`src/rtl/huffman_pkg.sv`:
```
// Shared constants for the Huffman bit buffer and its downstream decoder.
package huffman_pkg;

  localparam int MAX_CODE = 9;
  localparam int IN_W     = 4;
  localparam int LEN_W    = 3;
  localparam int CNT_W    = 4;
  localparam int DEPTH    = 12;

  function automatic logic len_legal(input logic [LEN_W-1:0] len);
    return (len != '0) && (len <= LEN_W'(IN_W));
  endfunction

  // Low-order mask of len ones; len==IN_W wraps to all ones.
  function automatic logic [IN_W-1:0] len_mask(input logic [LEN_W-1:0] len);
    logic [IN_W:0] one_hot;
    one_hot = (IN_W+1)'(1) << len;
    return one_hot[IN_W-1:0] - IN_W'(1);
  endfunction

endpackage

```
`src/rtl/huffman_bit_buffer.sv`:
```
// Accumulates 1-4 bit beats into an MSB-aligned store and presents the oldest
// MAX_CODE bits to the decoder; one hold slot, one-edge shift/append, sticky errors.
module huffman_bit_buffer #(
  parameter int MAX_CODE = huffman_pkg::MAX_CODE,
  parameter int DEPTH    = huffman_pkg::DEPTH
) (
  input  logic                          clk,
  input  logic                          reset,
  input  logic                          svalid,
  input  logic [huffman_pkg::IN_W-1:0]  in_data,
  input  logic [huffman_pkg::LEN_W-1:0] in_len,
  input  logic                          aready,
  input  logic                          load_bits,
  input  logic                          shift_en,
  input  logic [huffman_pkg::CNT_W-1:0] shift_len,
  input  logic                          flush,
  output logic [MAX_CODE-1:0]           shift_buf,
  output logic [huffman_pkg::CNT_W-1:0] bit_count,
  output logic                          hold_valid,
  output logic                          overflow_err,
  output logic                          underflow_err,
  output logic                          len_err
);
  import huffman_pkg::*;

  localparam int CW1 = CNT_W + 1;
  localparam logic [CNT_W:0] DEPTH_X = CW1'(DEPTH);

  logic [DEPTH-1:0] store_q, store_d, shifted, placed;
  logic [CNT_W-1:0] count_q, count_d, shifted_cnt;
  logic [CNT_W:0]   fill;
  logic             hold_valid_q, hold_valid_d;
  logic [IN_W-1:0]  hold_data_q, hold_data_d;
  logic [LEN_W-1:0] hold_len_q, hold_len_d;
  logic             ovf_q, ovf_d, udf_q, udf_d, lenerr_q, lenerr_d;
  logic             xfer, append;

  always_comb begin
    xfer         = svalid && aready;
    append       = load_bits && hold_valid_q;
    ovf_d        = ovf_q;
    udf_d        = udf_q;
    lenerr_d     = lenerr_q;
    hold_data_d  = hold_data_q;
    hold_len_d   = hold_len_q;

    shifted     = store_q;
    shifted_cnt = count_q;
    if (shift_en && (shift_len != '0)) begin
      if (shift_len > count_q) begin
        shifted     = '0;
        shifted_cnt = '0;
        udf_d       = 1'b1;
      end else begin
        shifted     = store_q << shift_len;
        shifted_cnt = count_q - shift_len;
      end
    end

    // Held bits land directly below the post-shift valid bits.
    fill    = {1'b0, shifted_cnt} + CW1'(hold_len_q);
    placed  = DEPTH'({hold_data_q, {DEPTH{1'b0}}} >> fill);
    store_d = shifted;
    count_d = shifted_cnt;
    if (append) begin
      if (fill > DEPTH_X) begin
        ovf_d = 1'b1;
      end else begin
        store_d = shifted | placed;
        count_d = fill[CNT_W-1:0];
      end
    end

    hold_valid_d = hold_valid_q && !load_bits;
    if (xfer) begin
      if (!len_legal(in_len)) begin
        lenerr_d = 1'b1;
      end else begin
        if (hold_valid_q && !load_bits) ovf_d = 1'b1;
        hold_valid_d = 1'b1;
        hold_data_d  = in_data & len_mask(in_len);
        hold_len_d   = in_len;
      end
    end

    // Flush drops everything in flight but leaves the sticky flags untouched.
    if (flush) begin
      store_d      = '0;
      count_d      = '0;
      hold_valid_d = 1'b0;
      ovf_d        = ovf_q;
      udf_d        = udf_q;
      lenerr_d     = lenerr_q;
    end
  end

  always_ff @(posedge clk) begin
    if (reset) begin
      hold_valid_q <= 1'b0;
      hold_data_q  <= '0;
      hold_len_q   <= '0;
    end else begin
      hold_valid_q <= hold_valid_d;
      hold_data_q  <= hold_data_d;
      hold_len_q   <= hold_len_d;
    end
  end

  always_ff @(posedge clk) begin
    if (reset) begin
      store_q  <= '0;
      count_q  <= '0;
      ovf_q    <= 1'b0;
      udf_q    <= 1'b0;
      lenerr_q <= 1'b0;
    end else begin
      store_q  <= store_d;
      count_q  <= count_d;
      ovf_q    <= ovf_d;
      udf_q    <= udf_d;
      lenerr_q <= lenerr_d;
    end
  end

  assign shift_buf     = store_q[DEPTH-1 -: MAX_CODE];
  assign bit_count     = count_q;
  assign hold_valid    = hold_valid_q;
  assign overflow_err  = ovf_q;
  assign underflow_err = udf_q;
  assign len_err       = lenerr_q;

endmodule

```
`config.mk`:
```
export PLATFORM = sky130hd
export DESIGN_NAME = huffman_bit_buffer
export DESIGN_NICKNAME = d
export VERILOG_FILES = /design/src/rtl/huffman_pkg.sv /design/src/rtl/huffman_bit_buffer.sv
export SDC_FILE = /design/constraint.sdc
export NUM_CORES = 1
export LEC_CHECK = 0
export ABC_AREA = 1
export CAP_MARGIN = 40
export CORE_UTILIZATION = 46
export CTS_CLUSTER_SIZE = 30
export DETAILED_ROUTE_END_ITERATION = 8
export PLACE_DENSITY = 0.74
export SLEW_MARGIN = 25
export SYNTH_ARGS = -nofsm -noshare
export SYNTH_HDL_FRONTEND = slang
export SYNTH_SLANG_ARGS = --single-unit
```
`constraint.sdc`:
```
create_clock -name clk -period 4.68 [get_ports clk]
set_input_delay 1.17 -clock clk [delete_from_list [all_inputs] [get_ports clk]]
set_output_delay 1.17 -clock clk [all_outputs]
set_load 0.01 [all_outputs]
```
==> results.py <==
metrics = {
    "synthesis": {
        "yosysSeqAreaShare_pct": 23.83,
        "postSynthAreaPerCell_um2": 6.319,
        "yosys.cell_count.top_type": "nand2_1",
        "netlist_instances": 359,
        "yosysWarnings": 0,
        "synth_fp_nets": 388,
        "yosys.area.top_type": "dfxtp_1",
        "syn-cell-area_um2": 2268,
        "async_reset_ff_share_pct": 0,
        "yosys-top-cells-count": "89 x nand2_1, 46 x nor2_1, 40 x inv_1",
        "synth_area_leaders": "dfxtp_1 24%, nand2_1 15%, nor2_1 7.6%",
        "ys.flop_type": "dfxtp_1",
        "yosysTopAreaCellShare_pct": 23.83,
        "synth_edf_count": 0,
        "ys_ff_latch": 27,
        "ys_types": 40,
    },
    "final_layout": {
        "multiInputGateArea_um2": 1461,
        "layout.cells.non_filler": 457,
        "seq_area_um2": 540.5,
        "syn2layout_area_growth_pct": 19.69,
        "nNetsFinal": 420,
        "final_util_pct": 57.48,
        "fill_cells": 487,
        "antenna_cells": 0,
        "drive_above_1_share_pct": 8.718,
    },
    "global_route": {
        "track_usage_pct": 23.62,
        "grt_use_met1_pct": 28.01,
        "grt_util_met2_pct": 43.61,
        "top_usage_layer": "met2",
        "grt_max_degree": 15,
        "grt_pass1_vias": 2240,
        "met3_usage_pct": 2.222,
        "antenna_found_initial": 0,
        "overflow": 0,
        "grt_pass1_wl_mm": 9.708,
    },
    "detailed_routing": {
        "drc": 0,
        "drtPass1Iterations": 5,
        "ant_nets": 0,
        "vias": 2359,
        "drt_iter0_drc": 114,
        "routed_via_density": 5.162,
        "wl_per_cell_um": 12.32,
        "wl_mm": 5.628,
    },
    "setup_path": {
        "critical_path_required_ns": 4.86,
        "crit-reg2reg-launch": "bit_count[0]",
        "slowest_delay_ns": 0.43,
        "cpMaxStageDelayCell": "clkdlybuf4s50_1",
        "crit_start": "shift_len[0]",
        "path_class": "in2reg",
        "rrSetupSlack_ns": 1.24,
        "crit_chain": "clkdlybuf4s50_1 > ha_1 > inv_1 > fa_1 > inv_1 > nor2_1 > nor2_2 > nor2_8 > inv_2 > o22ai_1 > ha_1 > inv_1 > fa_1 > xnor2_2 > inv_2 > a21oi_1 > nand3_4 > nand3_4 > nor2_1 > nor2_1 > nor2_1",
        "crit_top_cell": "nor2_1",
        "crit_arrival_ns": 4.55,
        "critPathLaunchType": "input port",
        "cp_max_fo": 11,
        "endpoint_kind": "register",
    },
    "sta": {
        "rsz0062_at_grt": "no",
        "skew_ns": 0.002497,
        "fin_crit_ns": 4.369,
        "setup_viol": 0,
        "slew-limit-headroom_pct": 59.92,
        "setup_tns_ns": 0,
        "fmax_mhz": 228.9,
        "worstMarginPinSlew_ns": 0.5989,
        "hold_viol_final": 0,
        "fin_crit_sh_pct": 93.34,
        "final_max_slew_viol_count": 0,
        "whs_ns": 0.4752,
    },
    "min_path": {
        "min_from": "overflow_err",
        "hp-class": "reg2reg",
    },
    "clock_network": {
        "cts-root-buf": "clkbuf_8",
        "clkLatencyLatePin_ns": 0.28,
        "cts_tree": "done",
        "cts_max_level": 1,
        "cts_buffers": 3,
        "post_cts_resized": 0,
        "postCtsSetupBuffers": 0,
        "cts.sinks": 27,
        "clockBufferDepth": 2,
        "clkTransAtPathRegs_ns": 0.09,
        "cts-hold-fix-buffers": 0,
    },
    "placed_design": {
        "placed_cells": 453,
        "dp_hpwl_mm": 4.639,
        "numPortBuffers": 34,
        "gp_congestion": 0.9631,
    },
    "power": {
        "power_density_nw_per_um2": 182.6,
        "p_seq_share_pct": 48.1,
        "finalPower_mw": 0.4958,
        "vdd_drop_max_mv": 0.1200,
        "p_sw_share_pct": 30.36,
        "power_switching_mw": 0.1505,
        "power.share.clock_pct": 28.0,
        "p_leak_nw": 1.209,
        "p_comb_share_pct": 24.0,
        "intPower_mw": 0.3453,
    },
    "floorplan": {
        "die_x_um": 72.23,
        "core_um2": 4723,
        "start_util_pct": 48.03,
        "io_pins": 35,
        "num_rows": 25,
        "die_area_um2": 5216,
        "die_y_um": 72.23,
    },
    "run": {
        "cap_viol_max_count": 0,
    },
    "run_status": {
        "status": "completed",
    },
}
[state kept, by name (all words and copies together) (netlist names)]
register,cells
len_err,1
hold_data_q,4
hold_len_q,3
bit_count,4
store_q,12
overflow_err,1
hold_valid,1
underflow_err,1
[cell usage in the layout (no fill, tap or decap), drive strengths merged]
cell type / netlist / final
o22ai: 3 / 3
xor2: 2 / 2
a21o: 1 / 1
clkinv: 2 / 2
or2: 5 / 5
a32o: 1 / 1
o21ai: 37 / 37
a211oi: 1 / 1
buf: 13 / 10
ha: 9 / 9
a21oi: 20 / 20
a31oi: 3 / 3
nand3: 20 / 20
a22oi: 5 / 5
inv: 43 / 43
dfxtp: 27 / 27
nand4: 4 / 4
and2: 1 / 1
a32oi: 1 / 1
clkbuf: 4 / 4
o211ai: 3 / 3
nand2: 96 / 96
nand3b: 2 / 2
nor3: 1 / 1
clkdlybuf4s50: 0 / 34
nor2: 49 / 49
fa: 2 / 2
o311ai: 1 / 1
xnor2: 1 / 1
o21a: 2 / 2
[final timing paths]
kind                   to  cells after the start
min reg2reg  overflow_err                      2
max reg2reg    store_q[5]                     21
min          overflow_err                      2
max            store_q[5]                     21
[final cells by class]
cell class / count / share of cell area (%)
Multi-Input combinational cell: 270 / 53.82
Timing Repair Buffer: 44 / 15.30
Sequential cell: 27 / 19.91
Tap cell: 67 / 3.088
Clock buffer: 4 / 1.659
Inverter: 45 / 6.221
[worst max-delay path: cells and delay by family]
kind	cells	cell delay, ns
AO/OA/AOI/OAI	2	0.47
XOR/XNOR	1	0.18
adder cells (fa/ha/maj)	4	1.07
buffers and inverters	6	0.82
AND/OR/NAND/NOR	8	0.82
[kinds of logic after synthesis]
| group | Yosys count | share of synthesized area, % |
|---|---|---|
| AO/OA/AOI/OAI | 78 | 19.58 |
| XOR/XNOR | 3 | 1.490 |
| adder cells (fa/ha/maj) | 11 | 6.729 |
| buffers and inverters | 62 | 11.97 |
| flip-flops | 27 | 23.83 |
| AND/OR/NAND/NOR | 178 | 36.40 |
[power groups by stage]
stage	sequential [mW]	combinational, mW	clock (mW)
2_1_floorplan	0.243	0.0730	0
3_3_place_gp	0.244	0.116	0
3_5_place_dp	0.244	0.117	0
4_1_cts	0.238	0.118	0.142
5_1_grt	0.239	0.133	0.149
6_report	0.238	0.119	0.139
[metal layers]
| layer | part of all wire, % | wire length [um] |
|---|---|---|
| met2 | 50 | 2805 |
| met3 | 3.5 | 197 |
| met5 | 0 | 0 |
| met4 | 2.0 | 112 |
| met1 | 45 | 2512 |
[stage by stage]
step	area [um2]	setup WS, ns
global route	2715	0.03585
floorplan	2268	0.4391
global placement	2665	0.1188
CTS	2710	0.3347
detailed placement	2665	0.05016
finish	2715	0.3115
Note: power is estimated with default switching activity, not from simulation.
